===== src/rtl/weights_addr_gen.sv =====
// weights_addr_gen: streams weights-ROM addresses 0..NB_WEIGHTS-1 once per pass,
// for a run-time number of passes, over an rts/rtr handshake with sow/eow framing.
// Optional feature macro: WEIGHTS_ADDR_GEN_STALL_CNT_EN adds stall_cnt_o, a
// saturating count of cycles where an address was offered but not accepted.
module weights_addr_gen #(
  parameter int unsigned NB_WEIGHTS = 784,
  parameter int unsigned PASS_W     = 16,
  localparam int unsigned ADDR_W    = (NB_WEIGHTS > 1) ? $clog2(NB_WEIGHTS) : 1
) (
  input  logic              clk,
  input  logic              rst,
  input  logic              start_i,
  input  logic [PASS_W-1:0] nb_passes_i,
  output logic              busy_o,
  output logic              done_o,
  input  logic              rtr_i,
  output logic              rts_o,
  output logic              sow_o,
  output logic              eow_o,
  output logic [ADDR_W-1:0] address_o
`ifdef WEIGHTS_ADDR_GEN_STALL_CNT_EN
  ,
  output logic [31:0]       stall_cnt_o
`endif
);

  localparam logic [ADDR_W-1:0] LAST_ADDR = ADDR_W'(NB_WEIGHTS - 1);
  localparam logic              ONE_BEAT  = 1'(NB_WEIGHTS == 1);

  typedef enum logic [1:0] {
    IDLE = 2'd0,
    RUN  = 2'd1,
    FIN  = 2'd2
  } state_t;

  state_t             state;
  logic [PASS_W-1:0]  pass_cnt;
  logic [PASS_W-1:0]  last_pass;
  logic               transfer;

  assign transfer = rts_o & rtr_i;

  // Sweep sequencer: address/pass counters and all framing/status outputs.
  always_ff @(posedge clk) begin
    if (rst) begin
      state     <= IDLE;
      pass_cnt  <= '0;
      last_pass <= '0;
      busy_o    <= 1'b0;
      done_o    <= 1'b0;
      rts_o     <= 1'b0;
      sow_o     <= 1'b0;
      eow_o     <= 1'b0;
      address_o <= '0;
    end else begin
      case (state)
        IDLE: begin
          if (start_i) begin
            busy_o    <= 1'b1;
            pass_cnt  <= '0;
            last_pass <= PASS_W'(nb_passes_i - PASS_W'(1));
            if (nb_passes_i != '0) begin
              state     <= RUN;
              rts_o     <= 1'b1;
              address_o <= '0;
              sow_o     <= 1'b1;
              eow_o     <= ONE_BEAT;
            end else begin
              // Zero passes: go straight to the completion cycle, no transfers.
              state  <= FIN;
              done_o <= 1'b1;
            end
          end
        end
        RUN: begin
          if (transfer) begin
            if (eow_o) begin
              if (pass_cnt == last_pass) begin
                state     <= FIN;
                rts_o     <= 1'b0;
                sow_o     <= 1'b0;
                eow_o     <= 1'b0;
                address_o <= '0;
                done_o    <= 1'b1;
              end else begin
                // Wrap into the next pass with no bubble.
                pass_cnt  <= PASS_W'(pass_cnt + PASS_W'(1));
                address_o <= '0;
                sow_o     <= 1'b1;
                eow_o     <= ONE_BEAT;
              end
            end else begin
              address_o <= ADDR_W'(address_o + ADDR_W'(1));
              sow_o     <= 1'b0;
              eow_o     <= (ADDR_W'(address_o + ADDR_W'(1)) == LAST_ADDR);
            end
          end
        end
        FIN: begin
          state  <= IDLE;
          busy_o <= 1'b0;
          done_o <= 1'b0;
        end
        default: begin
          state  <= IDLE;
          busy_o <= 1'b0;
          done_o <= 1'b0;
          rts_o  <= 1'b0;
        end
      endcase
    end
  end

`ifdef WEIGHTS_ADDR_GEN_STALL_CNT_EN
  // Saturating back-pressure counter, restarted by each accepted sweep request.
  always_ff @(posedge clk) begin
    if (rst) begin
      stall_cnt_o <= '0;
    end else if ((state == IDLE) && start_i) begin
      stall_cnt_o <= '0;
    end else if (rts_o && !rtr_i && (stall_cnt_o != 32'hFFFF_FFFF)) begin
      stall_cnt_o <= stall_cnt_o + 32'd1;
    end
  end
`endif

endmodule


===== config.mk =====
export PLATFORM = sky130hd
export DESIGN_NAME = weights_addr_gen
export DESIGN_NICKNAME = d
export VERILOG_FILES = /design/src/rtl/weights_addr_gen.sv
export SDC_FILE = /design/constraint.sdc
export NUM_CORES = 1
export LEC_CHECK = 0
export ABC_CLOCK_PERIOD_IN_PS = 3300
export BUFFER_PORTS_ARGS = -buffer_cell sky130_fd_sc_hd__buf_2
export CAP_MARGIN = 25
export CORE_MARGIN = 4
export CORE_UTILIZATION = 63
export CTS_CLUSTER_SIZE = 8
export DETAILED_ROUTE_END_ITERATION = 8
export PLACE_DENSITY_LB_ADDON = 0.05
export SYNTH_ARGS = -nofsm -noshare
export SYNTH_HDL_FRONTEND = slang
export SYNTH_SLANG_ARGS = --single-unit

===== constraint.sdc =====
create_clock -name clk -period 3.3 [get_ports clk]
set_input_delay 0.165 -clock clk [delete_from_list [all_inputs] [get_ports clk]]
set_output_delay 0.165 -clock clk [all_outputs]
set_load 0.02 [all_outputs]

==> flow_summary.toml, run 1 <==
[grt]
grt_max_degree = 46
antenna_found_initial = 0
grt_pass1_wl_mm = 10.7
grt_use_total_pct = 21.7
grt_pass1_vias = 2257
grt_overflow_total = 0

[power]
vdd_ir_drop_max_mv = 0.243
power.total_w = 0.00116
p_int_w = 0.000844
swShare_pct = 27.5
pwr-share-clk_pct = 32.0
seqPwrFrac_pct = 54.2
p_leak_nw = 1.25
combPwrFrac_pct = 13.9
switching_power_w = 0.000320
power_density_nw_per_um2 = 367

[clock_tree]
htreeDepth = 2
clk_latency_ns = 0.30
cts_tree = "yes"
path_clk_slew_ns = 0.10
cts_resized = 0
post_cts_buffers = 0
clockBufferDepth = 2
cts.sinks = 49
postCtsHoldBufs = 0
cts_buffers = 5
root_buffer = "clkbuf_8"

[finish]
drive_gt1_share_pct = 17.5
final_nets = 401
final_common_cell = "dfxtp_1"
antennaDiodeCount = 0
area_delta_synth_final_pct = 8.34
final_cell_mix = "49 x dfxtp_1, 44 x nor2_1, 34 x buf_2"
final_cell_area_um2 = 3170

[critical_path]
cp.arrival_ns = 2.47
rrSetupSlack_ns = 1.07
critical_path_class = "register to register"
critPathMaxFanout = 16
start_kind = "register"
endpoint_kind = "register"
crit_required_ns = 3.54

[placement]
io_buffers = 34
dpl.hpwl_mm = 4.65
placed_cell_area_um2 = 3070
gp_congestion = 0.859

[min_path]
hp-class = "primary input to register"

[die]
initial_core_util_pct = 66.2
fp.dieW_um = 76.1
die_area_um2 = 5800
die_h_um = 76.1
rows = 24
coreArea_um2 = 4410
io-pin-count = 35

[drt]
antenna_left = 0
drc = 0
drt_wl_total_mm = 6.33
vias = 2624
vias_per_cell = 6.10
drt-wirelength-per-cell_um = 14.7
first_pass_iters = 4
drt_iter0_markers = 206

[timing]
max_freq_mhz = 448
finalSetupViolations = 0
finalSetupTns_ns = 0
hold_viol_final = 0
min_period_ns = 2.23
fin_crit_sh_pct = 67.6
tightest_slew_ns = 0.861
fin_skew_ns = 0.0117
grt_setup_unrepaired = "no"
relSlewSlack_pct = 42.6
slew_violations = 0

[synth]
synth_top_flop_cell = "dfxtp_1"
syn_avg_cell_area_um2 = 8.31
synth_cell_types = 62
ys_warn_count = 0
synth-edff-count = 0
yosys_register_bits = 49
synth_seq_area_share_pct = 33.5
postSynthNetCount = 376
syn_inst = 352
synthArstFlopShare_pct = 0
synth_area_um2 = 2920

[outcome]
outcome = "finished clean"

[job]
maxCapViolations = 0
-- power by group through the flow --
stage                     combinational (W)  clock [W]  sequential, W
after floorplan                    0.000118          0       0.000641
after global placement             0.000158          0       0.000644
after detailed placement           0.000160          0       0.000644
after CTS                          0.000161   0.000383       0.000631
after global routing               0.000181   0.000410       0.000633
final                              0.000161   0.000372       0.000631
-- layout make-up --
cell class	count	area, um^2
repair buffers	37	193
well taps	52	65.1
fillers	376	1250
flip-flops and latches	49	981
multi-input cells	270	1780
clock inverters	2	13.8
clock buffers	6	82.6
inverters	14	52.6
-- state kept, by name, indices dropped and copies added, names as in the netlist --
| name | count |
|---|---|
| sow_o | 1 |
| busy_o | 1 |
| rts_o | 1 |
| last_pass | 16 |
| eow_o | 1 |
| done_o | 1 |
| pass_cnt | 16 |
| address_o | 10 |
| state | 2 |
-- worst max-delay path, stage by stage, from the launching register on --
cell and delay [ns]:
dfxtp_1 0.60, nand4_1 0.32, a21oi_2 0.66, nand4_1 0.17, a21oi_1 0.22, mux2i_1 0.19
-- cell families after synthesis --
| logic type | synth area share, % |
|---|---|
| AND/OR/NAND/NOR | 27.5 |
| AO/OA/AOI/OAI | 21.7 |
| flip-flops | 33.5 |
| buffers and inverters | 5.65 |
| XOR/XNOR | 9.58 |
| adder cells (fa/ha/maj) | 1.71 |
| multiplexers | 0.342 |
-- per-stage QoR --
stage	hold WS, ns	std cells	setup slack (ns)	utilization (%)
global placement	0.393	422	1.21	69.6
global route	0.0676	430	0.859	71.8
finish	0.0871	430	1.07	71.8
detailed placement	0.399	422	1.12	69.6
CTS	0.0730	430	1.08	71.8
floorplan	0.261	352	1.55	-
-- cell usage after synthesis (3+ instances only) --
master,number,share of area (%)
nand3_1,12,2.1
nand2b_1,5,1.1
xnor2_1,10,3.0
nand2_1,21,2.7
xor2_1,22,6.6
a21oi_1,25,4.3
nor4_1,6,1.3
inv_1,13,1.7
a31oi_1,8,1.7
buf_4,3,0.77
a211oi_1,18,4.6
clkbuf_1,9,1.2
o22a_1,6,1.8
nor3_1,8,1.4
ha_1,4,1.7
o21ai_1,9,1.5
o211ai_1,4,1.0
dfxtp_1,49,34
and3_1,4,0.86
nor2_1,45,5.8
nand4_1,10,2.1
or3_1,5,1.1
-- worst paths after layout --
check	from	endpoint	cells past startpoint
max	state[0]$_SDFFE_PP0P_	pass_cnt[13]$_SDFFE_PP0P_	5
min	nb_passes_i[0]	last_pass[0]$_SDFFE_PP0P_	2
max reg2reg	state[0]$_SDFFE_PP0P_	pass_cnt[13]$_SDFFE_PP0P_	5
min reg2reg	sow_o$_SDFFE_PP0P_	sow_o$_SDFFE_PP0P_	2
-- layer usage --
| layer | track usage, % | vias to the layer above | routed length (um) |
|---|---|---|---|
| li1 | - | 1334 | - |
| met4 | 6.12 | 0 | 98 |
| met5 | 0 | - | 0 |
| met1 | 32.6 | 1212 | 3240 |
| met3 | 4.61 | 11 | 350 |
| met2 | 31.0 | 67 | 2640 |
No activity file was read; power rests on OpenSTA's default activity.
==> run 2, diff against run 1 <==
--- a/config.mk
+++ b/config.mk
@@ -5,11 +5,11 @@
 export SDC_FILE = /design/constraint.sdc
 export NUM_CORES = 1
 export LEC_CHECK = 0
-export ABC_CLOCK_PERIOD_IN_PS = 3300
+export ABC_CLOCK_PERIOD_IN_PS = 2200
 export BUFFER_PORTS_ARGS = -buffer_cell sky130_fd_sc_hd__buf_2
 export CAP_MARGIN = 25
 export CORE_MARGIN = 4
-export CORE_UTILIZATION = 63
+export CORE_UTILIZATION = 58
 export CTS_CLUSTER_SIZE = 8
 export DETAILED_ROUTE_END_ITERATION = 8
 export PLACE_DENSITY_LB_ADDON = 0.05
==> constraint.sdc (replaced) <==
create_clock -name clk -period 2.2 [get_ports clk]
set_input_delay 0.11 -clock clk [delete_from_list [all_inputs] [get_ports clk]]
set_output_delay 0.11 -clock clk [all_outputs]
set_load 0.02 [all_outputs]
==> run 2 against run 1 <==
  * Power rose by 63%
  * Combinational power up 61%
  * Count of clock-buffer cells in the layout grew 1
  * Register-to-register slack worse by 0.91 ns
  * Setup slack got worse by 0.91 ns
  * Cell area rose by 3.1%
==> flow_summary.toml, run 2 (synthesis gave the netlist of run 1 again) <==
[grt]
grt_pass1_wl_mm = 11.4
grt_use_met3_pct = 4.99
gr-usage-met1_pct = 34.2
grt_overflow_total = 0
grt_pass1_vias = 2361
busiest_layer = "met1"
grt_max_degree = 31
grt_use_total_pct = 22.9
antenna_found_initial = 0
use_met2_pct = 33.1

[die]
die_h_um = 79.0
initial_core_util_pct = 60.7
fp.dieW_um = 79.0
die_area_um2 = 6240
io-pin-count = 35
rows = 25
coreArea_um2 = 4820

[power]
power_density_nw_per_um2 = 579
p_leak_nw = 1.30
vdd_ir_drop_max_mv = 0.348

[critical_path]
worstRegToRegCells = 5
critical_path.cell_chain = "xor2_1, nor4_1, and4_4, nand2_1, a2111oi_4"
critPathSlowestCell = "nor4_1"
max_stage_delay_ns = 0.49
start_kind = "register"
crit_path_start = "pass_cnt[11]$_SDFFE_PP0P_"
cp.arrival_ns = 2.26
endpoint_kind = "register"
critical_path_class = "register to register"
crit_required_ns = 2.42
timing.rr.start = "pass_cnt[11]$_SDFFE_PP0P_"
critPathMaxFanout = 13

[clock_tree]
post_cts_buffers = 0
clockBufferDepth = 2
cts_buffers = 5
root_buffer = "clkbuf_8"
path_clk_slew_ns = 0.10
cts_tree = "yes"
clk_latency_ns = 0.32
cts.sinks = 49
cts_resized = 0
postCtsHoldBufs = 0
htreeDepth = 2

[placement]
io_buffers = 34
dpl.hpwl_mm = 5.09
gp_congestion = 0.885
preCtsSetupSlack_ns = 0.178

[job]
maxCapViolations = 0

[timing]
fin_skew_ns = 0.0121
finalSetupViolations = 0
hold_viol_final = 0
relSlewSlack_pct = 59.5
min_period_ns = 2.04
finalSetupTns_ns = 0
setup_slack_ns = 0.160
slew_violations = 0
max_freq_mhz = 490
grt_setup_unrepaired = "no"
fin_crit_sh_pct = 92.7
tightest_slew_ns = 0.603

[min_path]
hold_path_startpoint = "nb_passes_i[0]"
min_path_cells = 2
hp-class = "primary input to register"

[outcome]
outcome = "finished clean"

[finish]
final_nets = 409
final_cell_mix = "49 x dfxtp_1, 44 x nor2_1, 34 x buf_2"
area_delta_synth_final_pct = 11.7
drive_gt1_share_pct = 18.9
final_common_cell = "dfxtp_1"
reg_top3 = "last_pass: 16 flops, pass_cnt: 16 flops, address_o: 10 flops"
antennaDiodeCount = 0
fin_util_pct = 67.8
fillerInstances = 423

[drt]
antenna_left = 0
drt_wl_total_mm = 6.82
drt-wirelength-per-cell_um = 15.0
vias = 2674
vias_per_cell = 5.90
drt_iter0_markers = 256
drc = 0
first_pass_iters = 4
==> run 2: changes by cell type in the layout (fill, tap and decap cells not counted), sizes merged <==
cell | previous run | this run
bufinv | 0 | 1
clkbuf | 6 | 7
clkinv | 2 | 0
buf | 37 | 45
==> run 2: final cells by class <==
type                    instances  area, um^2  area share (%)
clock inverters                 1        30.0           0.919
flip-flops and latches         49         981            30.0
multi-input cells             270        1780            54.5
inverters                      14        52.6            1.61
repair buffers                 45         253            7.74
well taps                      67        83.8            2.57
clock buffers                   7        86.3            2.64
==> run 2: worst paths after layout <==
check / endpoint / slack [ns]
setup / recovery: state[1]$_SDFFE_PP0P_ / 0.16
hold / removal: last_pass[0]$_SDFFE_PP0P_ / 0.01
setup reg to reg: state[1]$_SDFFE_PP0P_ / 0.16
hold reg to reg: done_o$_SDFFE_PP0P_ / 0.48
==> run 2: critical path: cells and delay by family (launching register included) <==
family | cells | cell delay, ns
AOI/OAI and AO/OA | 1 | 0.29
xor gates and xnor gates | 1 | 0.19
DFF | 1 | 0.39
and+or+nand+nor | 3 | 1.07
==> run 2: per-stage QoR <==
| step | area, um^2 | hold WS (ns) | cells | power [W] |
|---|---|---|---|---|
| final | 3270 | 0.0130 | 453 | 0.00189 |
| after global routing | 3270 | 0.0237 | 453 | 0.00197 |
| after CTS | 3270 | 0.00587 | 453 | 0.00190 |
| after detailed placement | 3150 | 0.339 | 445 | 0.00122 |
| after global placement | 3150 | 0.332 | 445 | 0.00122 |
| after floorplan | 2920 | 0.206 | 352 | 0.00114 |
==> run 2: metal layers <==
layer | wire (um) | vias up | part of all wire (%)
li1 | - | 1353 | -
met1 | 3400 | 1218 | 50
met2 | 2870 | 94 | 42
met3 | 462 | 9 | 6.8
met4 | 87 | 0 | 1.3
met5 | 0 | - | 0
==> run 2: where the power goes <==
group | internal (W) | switching, W
Sequential | 0.000918 | 0.0000270
Combinational | 0.000102 | 0.000158
Clock | 0.000371 | 0.000316
Total | 0.00139 | 0.000501
==> run 3, diff against run 2 <==
--- a/config.mk
+++ b/config.mk
@@ -6,7 +6,7 @@
 export NUM_CORES = 1
 export LEC_CHECK = 0
 export ABC_CLOCK_PERIOD_IN_PS = 2200
-export BUFFER_PORTS_ARGS = -buffer_cell sky130_fd_sc_hd__buf_2
+export BUFFER_PORTS_ARGS = -buffer_cell sky130_fd_sc_hd__clkbuf_2
 export CAP_MARGIN = 25
 export CORE_MARGIN = 4
 export CORE_UTILIZATION = 58
==> run 3 against run 2 <==
  * Sequential share of layout area rose by 0.14 points
  * Critical endpoint is now pass_cnt[3]$_SDFFE_PP0P_
  * Final cell count fell by 0.66%
  * Hold slack improved by 0.026 ns
  * Cell area fell by 0.46%
  * First-iteration DRC count fell by 25%
  * Via count fell by 1.2%
  * Highest routed layer unchanged
==> flow_summary.toml, run 3 (synthesis gave the netlist of run 1 again) <==
[timing]
min_period_ns = 2.00
fin_skew_ns = 0.00719
fin_crit_sh_pct = 91.0
finalSetupViolations = 0
slew_violations = 0
setup_slack_ns = 0.197
max_freq_mhz = 499
grt_setup_unrepaired = "no"
relSlewSlack_pct = 54.8
hold_viol_final = 0
tightest_slew_ns = 0.678
finalSetupTns_ns = 0

[drt]
drc = 0
drt_wl_total_mm = 6.73
drt-wirelength-per-cell_um = 15.0
antenna_left = 0
drt_iter0_markers = 193
first_pass_iters = 4
vias = 2641
vias_per_cell = 5.87

[die]
die_area_um2 = 6240
coreArea_um2 = 4820
rows = 25
initial_core_util_pct = 60.7
die_h_um = 79.0
io-pin-count = 35
fp.dieW_um = 79.0

[critical_path]
critical_path_class = "register to register"
start_kind = "register"
worstRegToRegCells = 6
timing.rr.start = "pass_cnt[12]$_SDFFE_PP0P_"
critPathMaxFanout = 14
critical_path.cell_chain = "xor2_1, nor4_1, nand4_1, buf_4, o22a_1, a2bb2oi_1"
crit_end = "pass_cnt[3]$_SDFFE_PP0P_"
path_depth = 6
crit_required_ns = 2.41
endpoint_kind = "register"
cp.arrival_ns = 2.21
critPathBufInv = 1
critPathSlowestCell = "nor4_1"
critPathTopFamily = "simple AND/OR/NAND/NOR gates"
max_stage_delay_ns = 0.45
r2r_end = "pass_cnt[3]$_SDFFE_PP0P_"
rrSetupSlack_ns = 0.20
crit_path_start = "pass_cnt[12]$_SDFFE_PP0P_"

[finish]
final_cell_mix = "49 x dfxtp_1, 44 x nor2_1, 34 x clkbuf_2"
drive_gt1_share_pct = 18.5
final_nets = 407
reg_top3 = "last_pass: 16 flops, pass_cnt: 16 flops, address_o: 10 flops"
final_common_cell = "dfxtp_1"
antennaDiodeCount = 0
area_delta_synth_final_pct = 11.2

[min_path]
hp-class = "primary input to register"

[power]
vdd_ir_drop_max_mv = 0.388
p_leak_nw = 1.28
power_density_nw_per_um2 = 560

[job]
maxCapViolations = 0

[grt]
grt_use_total_pct = 22.7
grt_pass1_wl_mm = 11.4
grt_max_degree = 35
grt_pass1_vias = 2300
grt_overflow_total = 0
antenna_found_initial = 0

[clock_tree]
post_cts_buffers = 0
root_buffer = "clkbuf_8"
cts.sinks = 49
cts_resized = 0
clk_latency_ns = 0.29
cts_buffers = 5
clockBufferDepth = 2
htreeDepth = 2
cts_tree = "yes"
path_clk_slew_ns = 0.09
postCtsHoldBufs = 0

[placement]
dpl.hpwl_mm = 4.96
preCtsSetupSlack_ns = 0.212
gp_congestion = 0.848
io_buffers = 34

[outcome]
outcome = "finished clean"
[run 3: cell types whose count changed in the layout (fill, tap and decap cells not counted)]
| cell | delta |
|---|---|
| buf_12 | +1 |
| buf_2 | -34 |
| buf_4 | -3 |
| clkbuf_1 | -1 |
| clkbuf_2 | +34 |
| clkbuf_8 | -1 |
| clkinv_2 | +1 |
[run 3: worst min-delay path by stage]
stage / slack, ns / end / cells past startpoint / start
3_3_place_gp: 0.34 / last_pass[0]$_SDFFE_PP0P_ / 2 / nb_passes_i[0]
6_report: 0.04 / last_pass[0]$_SDFFE_PP0P_ / 2 / nb_passes_i[0]
3_5_place_dp: 0.35 / last_pass[0]$_SDFFE_PP0P_ / 2 / nb_passes_i[0]
4_1_cts: 0.03 / last_pass[0]$_SDFFE_PP0P_ / 2 / nb_passes_i[0]
2_1_floorplan: 0.21 / last_pass[0]$_SDFFE_PP0P_ / 1 / nb_passes_i[0]
5_1_grt: 0.05 / last_pass[0]$_SDFFE_PP0P_ / 2 / nb_passes_i[0]
[run 3: cell type report]
type                    count  area (um^2)
repair buffers             43          250
clock inverters             2         35.0
fillers                   441         1570
multi-input cells         270         1780
well taps                  67         83.8
clock buffers               5         68.8
inverters                  14         52.6
flip-flops and latches     49          981
[run 3: layer usage]
metal | vias to the layer above | GRT usage, % | wire, um
met5 | - | 0 | 0
met4 | 0 | 6.19 | 51
met3 | 4 | 3.97 | 337
met2 | 77 | 33.2 | 2880
met1 | 1212 | 34.1 | 3460
li1 | 1348 | - | -
[run 3: where the power goes]
group | internal (W) | leakage (nW) | switching, W
combinational | 0.000103 | 0.824 | 0.000157
clock | 0.000331 | 0.0540 | 0.000287
sequential | 0.000918 | 0.399 | 0.0000256
total | 0.00135 | 1.28 | 0.000469
[run 3: metrics by stage]
step / utilization (%) / hold slack [ns] / cells / instance area [um^2] / power, W
2_1_floorplan: - / 0.206 / 352 / 2920 / 0.00114
3_3_place_gp: 65.4 / 0.342 / 443 / 3150 / 0.00122
3_5_place_dp: 65.4 / 0.351 / 443 / 3150 / 0.00122
4_1_cts: 67.5 / 0.0296 / 450 / 3250 / 0.00183
5_1_grt: 67.5 / 0.0509 / 450 / 3250 / 0.00190
6_report: 67.5 / 0.0390 / 450 / 3250 / 0.00182
